<file path="config.mk">
export PLATFORM = sky130hd
export DESIGN_NAME = receiver
export DESIGN_NICKNAME = d
export VERILOG_FILES = /design/src/rtl/receiver.sv
export SDC_FILE = /design/constraint.sdc
export NUM_CORES = 1
export LEC_CHECK = 0
export CAP_MARGIN = 20
export CORE_ASPECT_RATIO = 1.25
export CORE_MARGIN = 3
export CORE_UTILIZATION = 50
export DETAILED_ROUTE_END_ITERATION = 6
export GPL_TIMING_DRIVEN = 0
export PLACE_DENSITY = 0.76
export SLEW_MARGIN = 20
export SYNTH_ARGS = -nofsm -noshare
export SYNTH_HDL_FRONTEND = slang
export SYNTH_SLANG_ARGS = --single-unit
</file>
<file path="constraint.sdc">
create_clock -name clk -period 3.2 [get_ports clk]
set_input_delay 0.64 -clock clk [delete_from_list [all_inputs] [get_ports clk]]
set_output_delay 0.64 -clock clk [all_outputs]
set_load 0.01 [all_outputs]
</file>
<file path="src/rtl/receiver.sv">
// Minimal one-clock-per-bit serial receiver: low start bit, DATA_BITS data bits LSB-first,
// no stop bit. Completed word is held on data with rdy high until the next start bit.
module receiver #(
  parameter int unsigned DATA_BITS = 8
) (
  input  logic                 clk,
  input  logic                 rst,
  input  logic                 x,
  input  logic                 en,
  output logic                 rdy,
  output logic [DATA_BITS-1:0] data
);

  localparam int unsigned CntW = (DATA_BITS > 1) ? $clog2(DATA_BITS) : 1;
  localparam logic [CntW-1:0] LastBit = CntW'(DATA_BITS - 1);

  localparam logic [0:0] IDLE = 1'b0;
  localparam logic [0:0] RECV = 1'b1;

  logic [0:0]           state_q, state_d;
  logic [CntW-1:0]      cnt_q, cnt_d;
  logic [DATA_BITS-1:0] shift_q, shift_d;
  logic [DATA_BITS-1:0] data_q, data_d;
  logic                 rdy_q, rdy_d;

  always_comb begin
    state_d = state_q;
    cnt_d   = cnt_q;
    shift_d = shift_q;
    data_d  = data_q;
    rdy_d   = rdy_q;

    case (state_q)
      IDLE: begin
        if (en && !x) begin
          rdy_d   = 1'b0;
          cnt_d   = '0;
          state_d = RECV;
        end
      end
      RECV: begin
        if (!en) begin
          // Abort: drop the partial word, outputs keep their last values.
          state_d = IDLE;
        end else begin
          shift_d[cnt_q] = x;
          cnt_d          = cnt_q + CntW'(1);
          if (cnt_q == LastBit) begin
            data_d  = shift_d;
            rdy_d   = 1'b1;
            state_d = IDLE;
          end
        end
      end
      default: state_d = IDLE;
    endcase
  end

  always_ff @(posedge clk or posedge rst) begin
    if (rst) begin
      state_q <= IDLE;
      cnt_q   <= '0;
      shift_q <= '0;
      data_q  <= '0;
      rdy_q   <= 1'b0;
    end else begin
      state_q <= state_d;
      cnt_q   <= cnt_d;
      shift_q <= shift_d;
      data_q  <= data_d;
      rdy_q   <= rdy_d;
    end
  end

  assign rdy  = rdy_q;
  assign data = data_q;

endmodule

</file>
==> impl_results.md, run 1 <==
* Top_reg_cell synth: dfrtp_1
* Post-synth top area cell: dfrtp_1
* FMAX at 0.534 GHz
* Synth top area cells: dfrtp_1 (49%), mux2i_1 (4.7%), mux2_2 (4.2%), o21ai_0 (3.3%), a21oi_1 (2.8%)
* Outcome: complete, no violations
* Core Region at 0.00200 mm2
* Mapped Area at 0.00107 mm2
* CP Depth at 1
* CTS sink count at 21
* Maximum vdd drop at 0.000416 V
* CP peak stage delay at 0.54 ns
* Yosys warning total at 0
* Yosys reg bits at 21
* CP startpoint kind: flop
* Critical path origin: rdy
* Reg clk slew, reported paths at 0.11 ns
* Maxcap violations at 0
* CTS tree: yes
* Initial DRC count at 23
* Setup TNS Final at 0 ns
* Distinct cells, synth at 32
* Switching pwr at 0.000181 W
* Switching Share at 29.8%
* Initial Util at 53.6%
* RR Startpoint: cnt_q[1]
* RSZ-0062 raised after global routing: false
* H-tree depth at 1
* Cells along the critical path: clkdlybuf4s50_1
* Fin crit share at 58.5%
* Register area share after synthesis at 49.0%
* Tot Pwr at 0.000606 W
* P_leak at 0.564 nW
* Worst-path fanout max at 3
* Total vias in the final route at 767
* PD cells at 487 mW/mm2
* Reg2Reg Depth at 7
* Worst slew pin tran at 0.796 ns
* Drt wl/cell at 15.3 um
* Row count at 18
* Class of the worst hold path: flop to flop
* # IOs at 13
* Layout overhead on the synthesized area at 16.0%
* CP required at 2.56 ns
* CTS Hold Bufs at 0
* Buf+Inv Stages, Crit Path at 1
* DRC at 0
* Minimum clock period at 1.87 ns
* Post_cts resized at 0
* Remaining Overflow, GRT at 0
* Antenna violations before repair at 0
* Worst Setup EP: rdy
* First-pass GRT wire length at 3460 um
* WL final at 2020 um
* FF-to-FF End: data[7]
* Cells after Synth at 96
* Die Height at 57.8 um
* Flop-to-flop setup slack at 1.53 ns
* Clock share of power at 21.0%
* Syn_area_per_cell at 11.2 um2
* Final ANT Viol Nets at 0
* Die ar. at 0.00274 mm2
* Clk buf depth at 2
* Top Family by Delay on Critical Path: buffers and inverters
* Clk_lat worst skew at 0.31 ns
* Placer Congestion at 0.808
* Setup Skew at 0.00403 ns
* Share of layout cells above drive strength 1 at 21.4%
* Kind of critical path: flop to output pin
* Root buffer cell: clkbuf_4
* Synth top area share at 49.0%
* Setup Fix Bufs, Post-CTS at 0
* Post-Syn Nets at 102
* Final net count at 119
* Crit. End Element: output pin
* Worst path slowest cell: clkdlybuf4s50_1
* # diodes at 0
* Largest net degree at the start of global routing at 22
* Post-DP HPWL at 1470 um
* Register area at 526 um2
* Rel. slew slack at 46.9%
* Area of the multi-input gates at 480 um2
* Port bufs at 12
* Slew Limit Fails at 0
* Die outline width at 47.4 um
* DR vias/cell at 5.81
* Synth async-reset ratio at 100%
* Worst EP arrival at 1.23 ns
* Gr usage total at 17.6%
* Comb power frac at 23.9%
* Number of flops mapped to enable cells by yosys at 0
* Cts bufs inserted at 3
* Hold Vio Cnt, Final at 0
* Int Pwr at 0.000426 W
* TritonRoute pass-1 iters at 4
* Setup violations, final at 0
* Vias in the first global route at 788
* Fill count at 173
* Reg power frac at 55.1%
[sequential cells by signal (all words and copies together), names as in the netlist]
name,flops
rdy,1
data,8
shift_q,8
state_q,1
cnt_q,3
[how the worst min path moves through the flow]
| stage | start | end | slack, ns | cells past startpoint |
|---|---|---|---|---|
| floorplan | shift_q[2] | shift_q[2] | 0.46 | 1 |
| global placement | shift_q[2] | shift_q[2] | 0.47 | 1 |
| detailed placement | shift_q[2] | shift_q[2] | 0.49 | 1 |
| CTS | shift_q[2] | shift_q[2] | 0.51 | 1 |
| global route | shift_q[2] | shift_q[2] | 0.52 | 1 |
| finish | shift_q[2] | shift_q[2] | 0.52 | 1 |
[logic make-up after synthesis]
family	after synthesis	synth area share, %
mux	10	9.91
buf+inv	8	6.29
compound gates	24	14.1
simple gates	31	18.4
flops	21	49.0
fa+ha+maj	2	2.33
[metal layers]
layer / GRT usage (%) / vias to the layer above / share of wire (%)
li1: - / 378 / -
met1: 20.9 / 367 / 44
met2: 28.2 / 15 / 50
met3: 3.11 / 7 / 2.9
met4: 10.7 / 0 / 2.9
met5: 0 / - / 0
[power by group through the flow]
stage	clock (W)	sequential [W]	combinational, W
final	0.000127	0.000334	0.000145
after global routing	0.000143	0.000339	0.000161
after CTS	0.000134	0.000333	0.000147
after detailed placement	0	0.000339	0.000146
after global placement	0	0.000336	0.000141
after floorplan	0	0.000334	0.000106
[cells in the mapped netlist (3+ instances only)]
cell and instances:
dfrtp_1 21, nor2_1 8, nand2b_1 4, mux2_2 4, o21ai_0 7, a21oi_1 6
a31oi_1 3, o31ai_1 3, mux2i_1 5, nor3_2 3
[layout make-up]
cell class | count | area share (%)
Tap cell | 20 | 2.01
Timing Repair Buffer | 12 | 9.65
Buffer | 6 | 4.82
Sequential cell | 21 | 42.2
Multi-Input combinational cell | 67 | 38.6
Clock buffer | 4 | 2.11
Inverter | 2 | 0.603
[cells in the final DEF (no fill, tap or decap), types with 2 or more instances in the layout]
master / count
o21ai_0: 7
nor2_2: 2
mux2i_1: 5
nand3b_1: 2
a31oi_1: 3
buf_2: 2
clkdlybuf4s50_1: 12
o31ai_1: 3
mux2_2: 4
clkbuf_4: 3
inv_1: 2
nor3_2: 3
dfrtp_1: 21
nand3_1: 2
a32o_1: 2
buf_6: 2
nor2_1: 8
a21oi_1: 6
a21oi_2: 2
ha_1: 2
nor3_1: 2
nand2b_1: 4
[metrics by stage]
stage	cells	hold slack (ns)	area, um2	worst slack [ns]	util [%]
final	132	0.515	1240	1.33	62.1
after detailed placement	128	0.490	1220	1.09	60.8
after global routing	132	0.516	1240	1.26	62.1
after CTS	132	0.511	1240	1.31	62.1
after global placement	128	0.468	1220	1.12	60.8
after floorplan	96	0.457	1070	1.70	-
(Power assumes the default switching activity.)
==> run 2, diff against run 1 <==
--- a/config.mk
+++ b/config.mk
@@ -8,7 +8,7 @@
 export CAP_MARGIN = 20
 export CORE_ASPECT_RATIO = 1.25
 export CORE_MARGIN = 3
-export CORE_UTILIZATION = 50
+export CORE_UTILIZATION = 48
 export DETAILED_ROUTE_END_ITERATION = 6
 export GPL_TIMING_DRIVEN = 0
 export PLACE_DENSITY = 0.76
==> constraint.sdc (replaced) <==
create_clock -name clk -period 1.7 [get_ports clk]
set_input_delay 0.34 -clock clk [delete_from_list [all_inputs] [get_ports clk]]
set_output_delay 0.34 -clock clk [all_outputs]
set_load 0.01 [all_outputs]
==> run 2 against run 1 <==
Non-clock buffer count unchanged. Clock-buffer cell count is 1 lower. Die area rose by 3.7%. Register-to-register slack got worse by 1.4 ns. Highest routed layer unchanged. Global-route usage shrank 2.1 points. Sequential power up 89%. Critical path depth rose by 6. Design area up 1.2%. Total power rose by 89%. First-iteration DRC count is 22% lower. Via count decreased by 2.1%. Core utilization shrank 0.63 points. Largest power group unchanged.
==> impl_results.md, run 2 (synthesis gave the netlist of run 1 again) <==
* RSZ-0062 raised after global routing: false
* TritonRoute pass-1 iters at 4
* Final net count at 119
* Flop-to-flop setup slack at 0.09 ns
* CP startpoint kind: flop
* Die Height at 58.9 um
* Hold Vio Cnt, Final at 0
* WL final at 2000 um
* Final ANT Viol Nets at 0
* Reg2Reg Depth at 7
* H-tree depth at 1
* RR Startpoint: cnt_q[1]
* Most frequent cells in the layout: dfrtp_1 (20), clkdlybuf4s50_1 (12), nor2_1 (8)
* Rel. slew slack at 48.1%
* Die outline width at 48.3 um
* Worst-path fanout max at 10
* CP required at 1.91 ns
* Antenna violations before repair at 0
* First-pass GRT wire length at 3460 um
* Clk buf depth at 2
* Root buffer cell: clkbuf_4
* Final core occ at 61.5%
* Maximum vdd drop at 0.000652 V
* Worst slack at placement at -0.0883 ns
* Tot Pwr at 0.00115 W
* Row count at 18
* Kind of critical path: flop to flop
* Initial Util at 52.4%
* Layout overhead on the synthesized area at 17.4%
* Fin cells at 142
* Remaining Overflow, GRT at 0
* Post-DP HPWL at 1420 um
* Slew Limit Fails at 0
* Worst slew pin tran at 0.778 ns
* Port bufs at 12
* PD cells at 912 mW/mm2
* Area of the multi-input gates at 480 um2
* Dpl cells at 138
* Maxcap violations at 0
* Core Region at 0.00205 mm2
* Post_cts resized at 0
* Initial DRC count at 18
* Class of the worst hold path: input port to async pin
* Drt wl/cell at 14.1 um
* CTS Hold Bufs at 0
* # diodes at 0
* Minimum clock period at 1.61 ns
* Placed cell area at 0.00123 mm2
* Worst EP arrival at 1.82 ns
* Die ar. at 0.00284 mm2
* Commonest non-fill, non-tap cell in the layout: dfrtp_1
* Total vias in the final route at 751
* P_leak at 0.565 nW
* Share of layout cells above drive strength 1 at 23.2%
* # IOs at 13
* Outcome: complete, no violations
* Register area at 527 um2
* Clk_lat worst skew at 0.31 ns
* Placer Congestion at 0.798
* CTS tree: yes
* Setup Skew at 0.00397 ns
* FMAX at 0.620 GHz
* Cts bufs inserted at 3
* Fin crit share at 94.9%
* Largest net degree at the start of global routing at 22
* Reg clk slew, reported paths at 0.12 ns
* DRC at 0
* Setup Fix Bufs, Post-CTS at 0
* FF-to-FF End: data[7]
* Crit. End Element: flop
* Fill count at 176
* CTS sink count at 21
* Setup ws final at 0.0867 ns
* DR vias/cell at 5.29
* Vias in the first global route at 764
* Gr usage total at 15.5%
* Setup violations, final at 0
* Final Cell Area at 0.00126 mm2
run 2: cell count changes in the layout (fill, tap and decap cells not counted):
cell      delta
clkbuf_1     -1
clkinv_2     +1
dfrtp_1      -1
dfrtp_2      +1
run 2: through the flow:
stage | setup TNS, ns | hold WS, ns
6_report | 0 | 0.459
5_1_grt | 0 | 0.530
4_1_cts | 0 | 0.504
3_5_place_dp | -0.425 | 0.477
3_3_place_gp | -0.339 | 0.469
2_1_floorplan | 0 | 0.317
run 2: worst max path at each step:
stage / cells after the start / end / slack [ns] / start
2_1_floorplan: 7 / data[6] / 0.20 / cnt_q[1]
6_report: 7 / data[7] / 0.09 / cnt_q[1]
5_1_grt: 6 / data[1] / 0.008 / cnt_q[1]
4_1_cts: 7 / data[7] / 0.04 / cnt_q[1]
3_5_place_dp: 4 / shift_q[1] / -0.09 / en
3_3_place_gp: 4 / shift_q[0] / -0.08 / en
run 2: cell type report:
cell class / count / share of cell area [%]
multi-input cells: 67 / 38.1
well taps: 30 / 2.98
clock inverters: 1 / 0.397
flip-flops and latches: 21 / 41.8
inverters: 2 / 0.596
clock buffers: 3 / 1.79
plain buffers: 6 / 4.77
repair buffers: 12 / 9.53
run 2: where the power goes:
| part | total [W] | internal (W) | switching [W] |
|---|---|---|---|
| combinational | 0.000272 | 0.000136 | 0.000137 |
| clock | 0.000247 | 0.0000879 | 0.000159 |
| sequential | 0.000630 | 0.000574 | 0.0000551 |
run 2: critical path, cell delays in order, from the launching register on:
cell     delay, ns
dfrtp_2       0.49
ha_1          0.21
ha_1          0.21
and3_1        0.21
buf_6         0.14
buf_12        0.14
nor2_2        0.08
a21oi_2       0.03
run 2: routing by layer:
metal  wire length, um  track usage, %  part of all wire (%)  vias up
met1               911            19.2                    46      359
met3                53            2.28                   2.7        4
met4                22            3.66                   1.1        0
met5                 0               0                     0        -
met2              1010            28.5                    51       12
li1                  -               -                     -      376
==> run 3, diff against run 2 <==
--- a/config.mk
+++ b/config.mk
@@ -6,9 +6,11 @@
 export NUM_CORES = 1
 export LEC_CHECK = 0
 export CAP_MARGIN = 20
+export CELL_PAD_IN_SITES_DETAIL_PLACEMENT = 0
+export CELL_PAD_IN_SITES_GLOBAL_PLACEMENT = 1
 export CORE_ASPECT_RATIO = 1.25
 export CORE_MARGIN = 3
-export CORE_UTILIZATION = 48
+export CORE_UTILIZATION = 38
 export DETAILED_ROUTE_END_ITERATION = 6
 export GPL_TIMING_DRIVEN = 0
 export PLACE_DENSITY = 0.76
==> run 3 against run 2 <==
First-iteration DRC count decreased by 28%. Fmax rose by 1.3%. Register-to-register slack improved by 0.02 ns. Critical path type unchanged. Largest power group unchanged.
==> impl_results.md, run 3 (synthesis gave the netlist of run 1 again) <==
* Fin crit share at 93.7%
* Drt wl/cell at 13.6 um
* FMAX at 0.628 GHz
* Worst-path fanout max at 10
* Initial Util at 42.1%
* Gr usage total at 13.5%
* P_leak at 0.563 nW
* Total vias in the final route at 739
* Maxcap violations at 0
* # IOs at 13
* Reg2Reg Depth at 7
* Final net count at 119
* Final ANT Viol Nets at 0
* Cts bufs inserted at 3
* Die Height at 65.4 um
* Largest net degree at the start of global routing at 22
* Placed cell area at 0.00123 mm2
* CTS Hold Bufs at 0
* Final core occ at 49.5%
* RR Startpoint: cnt_q[1]
* Layout overhead on the synthesized area at 17.6%
* Setup Fix Bufs, Post-CTS at 0
* Placer Congestion at 0.785
* Antenna violations before repair at 0
* WL final at 1970 um
* Worst path slowest cell: dfrtp_2
* Int Pwr at 0.000801 W
* Clk_lat worst skew at 0.29 ns
* Clk buf depth at 2
* Die outline width at 53.5 um
* Setup Skew at 0.00154 ns
* CTS tree: yes
* CP required at 1.90 ns
* Worst slew pin tran at 0.810 ns
* Port bufs at 12
* Share of layout cells above drive strength 1 at 22.3%
* FF-to-FF End: data[6]
* Switching pwr at 0.000333 W
* Initial DRC count at 13
* Setup violations, final at 0
* Final Cell Area at 0.00126 mm2
* RSZ-0062 raised after global routing: false
* Rel. slew slack at 45.9%
* Outcome: complete, no violations
* Most frequent cells in the layout: dfrtp_1 (20), clkdlybuf4s50_1 (12), nor2_1 (8)
* Kind of critical path: flop to flop
* Slew Limit Fails at 0
* CTS sink count at 21
* Reg power frac at 55.2%
* Worst EP arrival at 1.79 ns
* Cells along the critical path: ha_1, ha_1, and3_1, buf_6, buf_12, nor2_2, a21oi_2
* Class of the worst hold path: input port to async pin
* Minimum clock period at 1.59 ns
* Crit. End Element: flop
* Vias in the first global route at 746
* DRC at 0
* Row count at 20
* Hold Vio Cnt, Final at 0
* Reg clk slew, reported paths at 0.12 ns
* Switching Share at 29.4%
* Flop-to-flop setup slack at 0.11 ns
* Remaining Overflow, GRT at 0
* Die ar. at 0.00350 mm2
* Commonest non-fill, non-tap cell in the layout: dfrtp_1
* Post_cts resized at 0
* CP startpoint kind: flop
* Post-DP HPWL at 1450 um
* TritonRoute pass-1 iters at 4
* CP peak stage delay at 0.49 ns
* Clock share of power at 21.1%
* Core Region at 0.00255 mm2
* First-pass GRT wire length at 3480 um
* Root buffer cell: clkbuf_4
* # diodes at 0
* DR vias/cell at 5.10
* Comb power frac at 23.8%
* H-tree depth at 1
* CP most frequent cell: ha_1
* PD cells at 898 mW/mm2
* Maximum vdd drop at 0.000479 V
[run 3: how the worst max path moves through the flow]
stage	endpoint	cells after the start	from	slack (ns)
2_1_floorplan	data[6]	7	cnt_q[1]	0.20
3_3_place_gp	shift_q[0]	4	en	-0.09
5_1_grt	data[6]	7	cnt_q[1]	0.02
3_5_place_dp	shift_q[4]	4	en	-0.11
6_report	data[6]	7	cnt_q[1]	0.11
4_1_cts	data[6]	7	cnt_q[1]	0.06
[run 3: layout make-up]
class / count / area (um2)
repair buffers: 12 / 120
multi-input cells: 67 / 480
plain buffers: 6 / 60.1
inverters: 2 / 7.51
clock buffers: 4 / 26.3
fillers: 259 / 1290
flip-flops and latches: 21 / 527
well taps: 33 / 41.3
[run 3: per-layer routing]
layer  track usage (%)  wire length [um]
met2              22.1               983
met4              4.79                18
met1              17.6               912
met5                 0                 0
met3              2.04                58
[run 3: power groups by stage]
stage / Clock [W] / Combinational (W) / Sequential, W
after floorplan: 0 / 0.000199 / 0.000628
after global placement: 0 / 0.000269 / 0.000634
after detailed placement: 0 / 0.000276 / 0.000638
after CTS: 0.000253 / 0.000276 / 0.000626
after global routing: 0.000262 / 0.000305 / 0.000640
final: 0.000239 / 0.000269 / 0.000626
[run 3: worst max-delay path, delay by kind of cell, from the launching register on]
| kind | cells | cell delay, ns |
|---|---|---|
| adders and majority gates | 2 | 0.41 |
| and+or+nand+nor | 2 | 0.29 |
| DFF | 1 | 0.49 |
| buffers and inverters | 2 | 0.28 |
| AOI/OAI and AO/OA | 1 | 0.03 |
[run 3: metrics by stage]
stage / instances / setup WS (ns) / hold slack [ns] / total power, W / TNS [ns]
finish: 145 / 0.108 / 0.491 / 0.00113 / 0
CTS: 145 / 0.0557 / 0.503 / 0.00116 / 0
global placement: 141 / -0.0869 / 0.469 / 0.000903 / -0.390
detailed placement: 141 / -0.113 / 0.474 / 0.000913 / -0.485
global route: 145 / 0.0222 / 0.513 / 0.00121 / 0
floorplan: 96 / 0.196 / 0.317 / 0.000827 / 0
